==> src/rtl/vga_fb_fetch_sched.sv <==
// Framebuffer SRAM scheduler: prefetches the next display scanline into a double-banked
// line buffer and interleaves CPU writes, with one guaranteed CPU slot per slot period.
module vga_fb_fetch_sched #(
  parameter int unsigned ADDR_WIDTH      = 18,
  parameter int unsigned DATA_WIDTH      = 16,
  parameter int unsigned ADDR_Y_WIDTH    = 9,
  parameter int unsigned LINES           = 480,
  parameter int unsigned WORDS_PER_LINE  = 40,
  parameter int unsigned FB_BASE         = 0,
  parameter int unsigned MEM_RD_LATENCY  = 2,
  parameter int unsigned CPU_SLOT_PERIOD = 4
) (
  input  logic                              clk,
  input  logic                              reset,
  input  logic                              addr_y_valid,
  input  logic [ADDR_Y_WIDTH-1:0]           addr_y,
  output logic                              disp_bank,
  output logic                              lb_we,
  output logic                              lb_bank,
  output logic [$clog2(WORDS_PER_LINE)-1:0] lb_addr,
  output logic [DATA_WIDTH-1:0]             lb_wdata,
  output logic                              mem_ce,
  output logic                              mem_we,
  output logic [ADDR_WIDTH-1:0]             mem_addr,
  output logic [DATA_WIDTH-1:0]             mem_wdata,
  input  logic [DATA_WIDTH-1:0]             mem_rdata,
  input  logic                              cpu_valid,
  output logic                              cpu_ready,
  input  logic [ADDR_WIDTH-1:0]             cpu_addr,
  input  logic [DATA_WIDTH-1:0]             cpu_wdata,
  output logic                              fetch_busy,
  output logic                              overrun_err
);

  localparam int unsigned IdxW  = $clog2(WORDS_PER_LINE);
  localparam int unsigned SlotW = $clog2(CPU_SLOT_PERIOD);
  localparam int unsigned Lat   = MEM_RD_LATENCY;

  localparam logic [IdxW-1:0]         LastIdx  = IdxW'(WORDS_PER_LINE - 1);
  localparam logic [SlotW-1:0]        LastSlot = SlotW'(CPU_SLOT_PERIOD - 1);
  localparam logic [ADDR_Y_WIDTH-1:0] LastLine = ADDR_Y_WIDTH'(LINES - 1);

  typedef enum logic [1:0] {StIdle, StFetch, StDrain} state_e;

  state_e state_q, state_d;

  logic                    valid_q;
  logic [ADDR_Y_WIDTH-1:0] y_q;
  logic                    new_line, frame_end, trig;
  logic [ADDR_Y_WIDTH-1:0] fetch_y;
  logic [ADDR_WIDTH-1:0]   new_base;

  logic [ADDR_WIDTH-1:0]   base_q;
  logic                    bank_q;
  logic [IdxW-1:0]         idx_q;
  logic [SlotW-1:0]        slot_q;

  logic cpu_slot, cpu_grant, read_issue, pipe_pending;

  logic [Lat-1:0]  pv_q;
  logic [Lat-1:0]  pbank_q;
  logic [IdxW-1:0] pidx_q [Lat];

  // Triggers compare live inputs against last cycle's history.
  assign new_line  = addr_y_valid & (~valid_q | (addr_y != y_q));
  assign frame_end = valid_q & ~addr_y_valid;
  assign trig      = (new_line & (addr_y != LastLine)) | frame_end;
  assign fetch_y   = frame_end ? '0 : addr_y + ADDR_Y_WIDTH'(1);
  assign new_base  = ADDR_WIDTH'(FB_BASE) + ADDR_WIDTH'(fetch_y) * ADDR_WIDTH'(WORDS_PER_LINE);

  always_ff @(posedge clk or posedge reset) begin
    if (reset) begin
      valid_q     <= 1'b0;
      y_q         <= '0;
      disp_bank   <= 1'b0;
      overrun_err <= 1'b0;
    end else begin
      valid_q     <= addr_y_valid;
      y_q         <= addr_y;
      disp_bank   <= addr_y_valid & addr_y[0];
      overrun_err <= overrun_err | (trig & (state_q != StIdle));
    end
  end

  always_ff @(posedge clk or posedge reset) begin
    if (reset) begin
      base_q <= '0;
      bank_q <= 1'b0;
      idx_q  <= '0;
      slot_q <= '0;
    end else if (trig) begin
      base_q <= new_base;
      bank_q <= fetch_y[0];
      idx_q  <= '0;
      slot_q <= '0;
    end else if (state_q == StFetch) begin
      slot_q <= (slot_q == LastSlot) ? '0 : slot_q + SlotW'(1);
      if (read_issue) idx_q <= idx_q + IdxW'(1);
    end
  end

  // Read-return pipeline; a trigger flushes every entry belonging to the abandoned line.
  always_ff @(posedge clk or posedge reset) begin
    if (reset) begin
      pv_q    <= '0;
      pbank_q <= '0;
      for (int unsigned i = 0; i < Lat; i++) pidx_q[i] <= '0;
    end else begin
      pv_q[0]    <= read_issue;
      pidx_q[0]  <= idx_q;
      pbank_q[0] <= bank_q;
      for (int unsigned i = 1; i < Lat; i++) begin
        pv_q[i]    <= pv_q[i-1] & ~trig;
        pidx_q[i]  <= pidx_q[i-1];
        pbank_q[i] <= pbank_q[i-1];
      end
    end
  end

  // Entries that will still be in flight after this edge.
  always_comb begin
    pipe_pending = 1'b0;
    for (int unsigned i = 0; i + 1 < Lat; i++) pipe_pending = pipe_pending | pv_q[i];
  end

  assign lb_we    = pv_q[Lat-1] & ~trig;
  assign lb_addr  = pidx_q[Lat-1];
  assign lb_bank  = pbank_q[Lat-1];
  assign lb_wdata = mem_rdata;

  always_ff @(posedge clk or posedge reset) begin
    if (reset) state_q <= StIdle;
    else       state_q <= state_d;
  end

  always_comb begin
    state_d = state_q;
    if (trig) begin
      state_d = StFetch;
    end else begin
      case (state_q)
        StFetch: if (read_issue && (idx_q == LastIdx)) state_d = StDrain;
        StDrain: if (!pipe_pending) state_d = StIdle;
        default: ;
      endcase
    end
  end

  always_comb begin
    cpu_slot   = 1'b0;
    cpu_ready  = 1'b0;
    read_issue = 1'b0;
    fetch_busy = 1'b0;
    case (state_q)
      StIdle: cpu_ready = 1'b1;
      StFetch: begin
        fetch_busy = 1'b1;
        cpu_slot   = (slot_q == LastSlot);
        cpu_ready  = cpu_slot;
        read_issue = ~(cpu_slot & cpu_valid) & ~trig;
      end
      StDrain: begin
        fetch_busy = 1'b1;
        cpu_ready  = 1'b1;
      end
      default: ;
    endcase
    cpu_grant = cpu_valid & cpu_ready;
    mem_ce    = cpu_grant | read_issue;
    mem_we    = cpu_grant;
    mem_addr  = '0;
    mem_wdata = '0;
    if (cpu_grant) begin
      mem_addr  = cpu_addr;
      mem_wdata = cpu_wdata;
    end else if (read_issue) begin
      mem_addr = base_q + ADDR_WIDTH'(idx_q);
    end
  end

endmodule

==> config.mk <==
export PLATFORM = sky130hd
export DESIGN_NAME = vga_fb_fetch_sched
export DESIGN_NICKNAME = d
export VERILOG_FILES = /design/src/rtl/vga_fb_fetch_sched.sv
export SDC_FILE = /design/constraint.sdc
export NUM_CORES = 1
export LEC_CHECK = 0
export ABC_CLOCK_PERIOD_IN_PS = 3800
export CORE_MARGIN = 1.5
export CORE_UTILIZATION = 47
export CTS_CLUSTER_DIAMETER = 200
export DETAILED_ROUTE_END_ITERATION = 16
export MAX_ROUTING_LAYER = met4
export PLACE_DENSITY = 0.86
export SYNTH_ARGS = -nofsm -noshare
export SYNTH_HDL_FRONTEND = slang
export SYNTH_SLANG_ARGS = --single-unit
==> constraint.sdc <==
create_clock -name clk -period 3.8 [get_ports clk]
set_input_delay 0.76 -clock clk [delete_from_list [all_inputs] [get_ports clk]]
set_output_delay 0.76 -clock clk [all_outputs]
set_load 0.1 [all_outputs]
==> reports/results.tsv <==
metric	value	unit
vias	2663	
grtUsageMet3	3.794	%
synth_fp_nets	422	
initial_core_util	49.41	%
synth_ff_type	dfrtp_1	
grt_overflow	0	
holdWs	355.4	ps
place_congestion	0.9014	
synth_edf_count	0	
drt_pass1_iterations	12	
ys_seq_area_share	39.43	%
fin_crit	3681	ps
hold_end	lb_addr[0]$_DFF_PP0_	
endpoint_kind	output port	
fmax	271.6	MHz
dp.cells	498	
numPortBuffers	94	
report.final.slew_viol_count	0	
nFillCells	460	
clock_skew	10.65	ps
holdCritPathClass	reg -> reg	
drtAntennaViolNets	0	
hold_violations	0	
seqCellArea	1251	um2
io_pins	127	
syn_avg_cell_area	9.529	um2
r2r_slack	1070	ps
fin_crit_sh	96.88	%
min_delay_path_depth	0	
fp-row-count	29	
wl	7.449	mm
synthCells	333	
grt_first_pass_wirelength	12.15	mm
syn2layout_area_growth	41.36	%
violations	DRC	
ys_warn_count	0	
ctsHoldBuffers	0	
cts_setup_buffers	0	
cts_htree_levels	2	
clk_path_buf_depth	2	
antenna_cells	0	
wl_per_cell	14.72	um
design.core.area	6422	um2
synth_cell_types	42	
multi_input_area	1710	um2
rr_endpoint	base_q[14]$_DFFE_PP0P_	
clock_latency	310	ps
relSlewSlack	32.33	%
p_total	1.603	mW
grt_antenna_before_repair	0	
grt_max_degree	51	
grt_pass1_vias	2636	
grt-busiest-layer	met2	
rsz0062_at_grt	yes	
drc	9	
worstPathRequired	3040	ps
yosys-top-cells-area	dfrtp_1, ha_1, buf_4, xnor2_1, and3_1	
groute.usage.overall	21.36	%
layout_commonest_cell	clkdlybuf4s50_1	
die_area	7253	um2
max-vdd-ir-drop	228.7	uV
layout-drive-gt1-share	23.31	%
use_met1	26.05	%
synth_seq_cells	50	
reg2reg_depth	12	
drtIter0Drc	137	
worstMarginPinSlew	1014	ps
async_flop_share	100.0	%
cap_viol_max_count	0	
setup_viol	0	
dp_hpwl	5.793	mm
root_buffer	clkbuf_8	
final_nets	517	
gr-usage-met2	36.65	%
worstSetupStartpointType	primary input	
power_density	357.3	nW/um2
synth_area_leader_cell	dfrtp_1	
cp_max_fo	4	
leakage	2.110	nW
stdcell_count	506	
critical_path_class	in -> out	
worstHoldStart	pidx_q[6]$_DFF_PP0_	
yosysTopAreaCellShare	39.43	%
cts_buffers	5	
outcome	finished with violations	
clkTransAtPathRegs	100	ps
detail_route.vias_per_cell	5.263	
netlist_area	3173	um2
die_width	85.17	um
cts.sinks	50	
arrival	2920	ps
cts_tree	done	
fp.dieH	85.17	um
r2r_start	valid_q$_DFF_PP0_	
layout_common_cells	clkdlybuf4s50_1, dfrtp_1, buf_4, nand2_1, ha_1	
cp-startpoint	addr_y[2]	
## where the power goes
part	switching [mW]	leakage (nW)	total (mW)	internal, mW
Combinational	0.384	1.43	0.654	0.270
Sequential	0.0461	0.628	0.628	0.582
Clock	0.186	0.0489	0.320	0.133
Total	0.616	2.11	1.60	0.986
## worst max-delay path by stage
stage / slack (ps) / to / depth (start not counted)
floorplan: -250 / mem_addr[6] / 5
global placement: -2 / base_q[14]$_DFFE_PP0P_ / 12
detailed placement: -90 / base_q[11]$_DFFE_PP0P_ / 13
CTS: 50 / mem_addr[11] / 8
global route: -50 / mem_addr[9] / 9
finish: 120 / mem_addr[6] / 8
## critical path, cell delays in order
cell	delay, ps
clkdlybuf4s50_1	480
buf_4	170
xnor2_1	160
nand4_1	160
nor4_4	340
o2111ai_2	180
o31ai_2	440
buf_12	230
## stage by stage
stage | util [%] | setup TNS, ps | cell area [um2] | setup WS (ps)
floorplan | - | -2113 | 3217 | -250.4
global placement | 68.13 | -1.994 | 4375 | -1.994
detailed placement | 68.13 | -326.5 | 4375 | -94.78
CTS | 69.69 | 0 | 4476 | 54.44
global route | 69.84 | -381.2 | 4486 | -51.89
finish | 69.84 | 0 | 4486 | 118.5
## cells in the mapped netlist, drive strengths merged, types with 2 or more instances
library cell	instances
dfrtp	50
o31a	2
nand3	10
a211oi	3
mux2i	5
nor2	24
o21a	3
o21bai	2
o21ai	25
and3	21
fa	2
inv	13
clkbuf	7
a21oi	15
buf	26
xor2	13
a21o	2
nand2	31
xnor2	18
or3	4
mux2	9
ha	24
nand4	9
nor2b	4
## registers in the layout, summed over array words and instances (netlist names)
signal,cells
base_q,12
y_q,9
idx_q,6
lb_addr,6
pidx_q,6
pbank_q,2
pv_q,2
slot_q,2
state_q,2
disp_bank,1
overrun_err,1
valid_q,1
## cell type report
class | instances | area share [%]
flip-flops and latches | 50 | 27.89
well taps | 77 | 2.148
repair buffers | 121 | 28.62
clock inverters | 3 | 0.5021
clock buffers | 5 | 1.534
multi-input cells | 236 | 38.13
inverters | 14 | 1.172
## kinds of logic (layout without fill, tap and decap cells)
kind of cell | count (synthesis) | count (layout) | synth area share [%]
AOI/OAI and AO/OA | 56 | 56 | 10.69
xor gates and xnor gates | 31 | 31 | 8.557
and+or+nand+nor | 109 | 109 | 17.27
adders and majority gates | 26 | 26 | 10.73
buffers and inverters | 47 | 143 | 8.556
DFF | 50 | 50 | 39.43
muxes | 14 | 14 | 4.771
## metal layers
metal  wire length (um)  part of all wire, %  up-vias
met1               3146                   42     1266
met3                322                  4.3       12
met2               3869                   52       63
met5                  0                    0        -
li1                   -                    -     1322
met4                111                  1.5        0
## repair_timing
| action | 4_1_cts | 5_1_grt |
|---|---|---|
| endpoints found under the hold margin | 0 | 0 |
| endpoints found under the setup margin | 1 | 11 |
| resized for setup | 1 | 2 |
| pin swaps | 0 | 3 |
No activity file was read; power rests on OpenSTA's default activity.
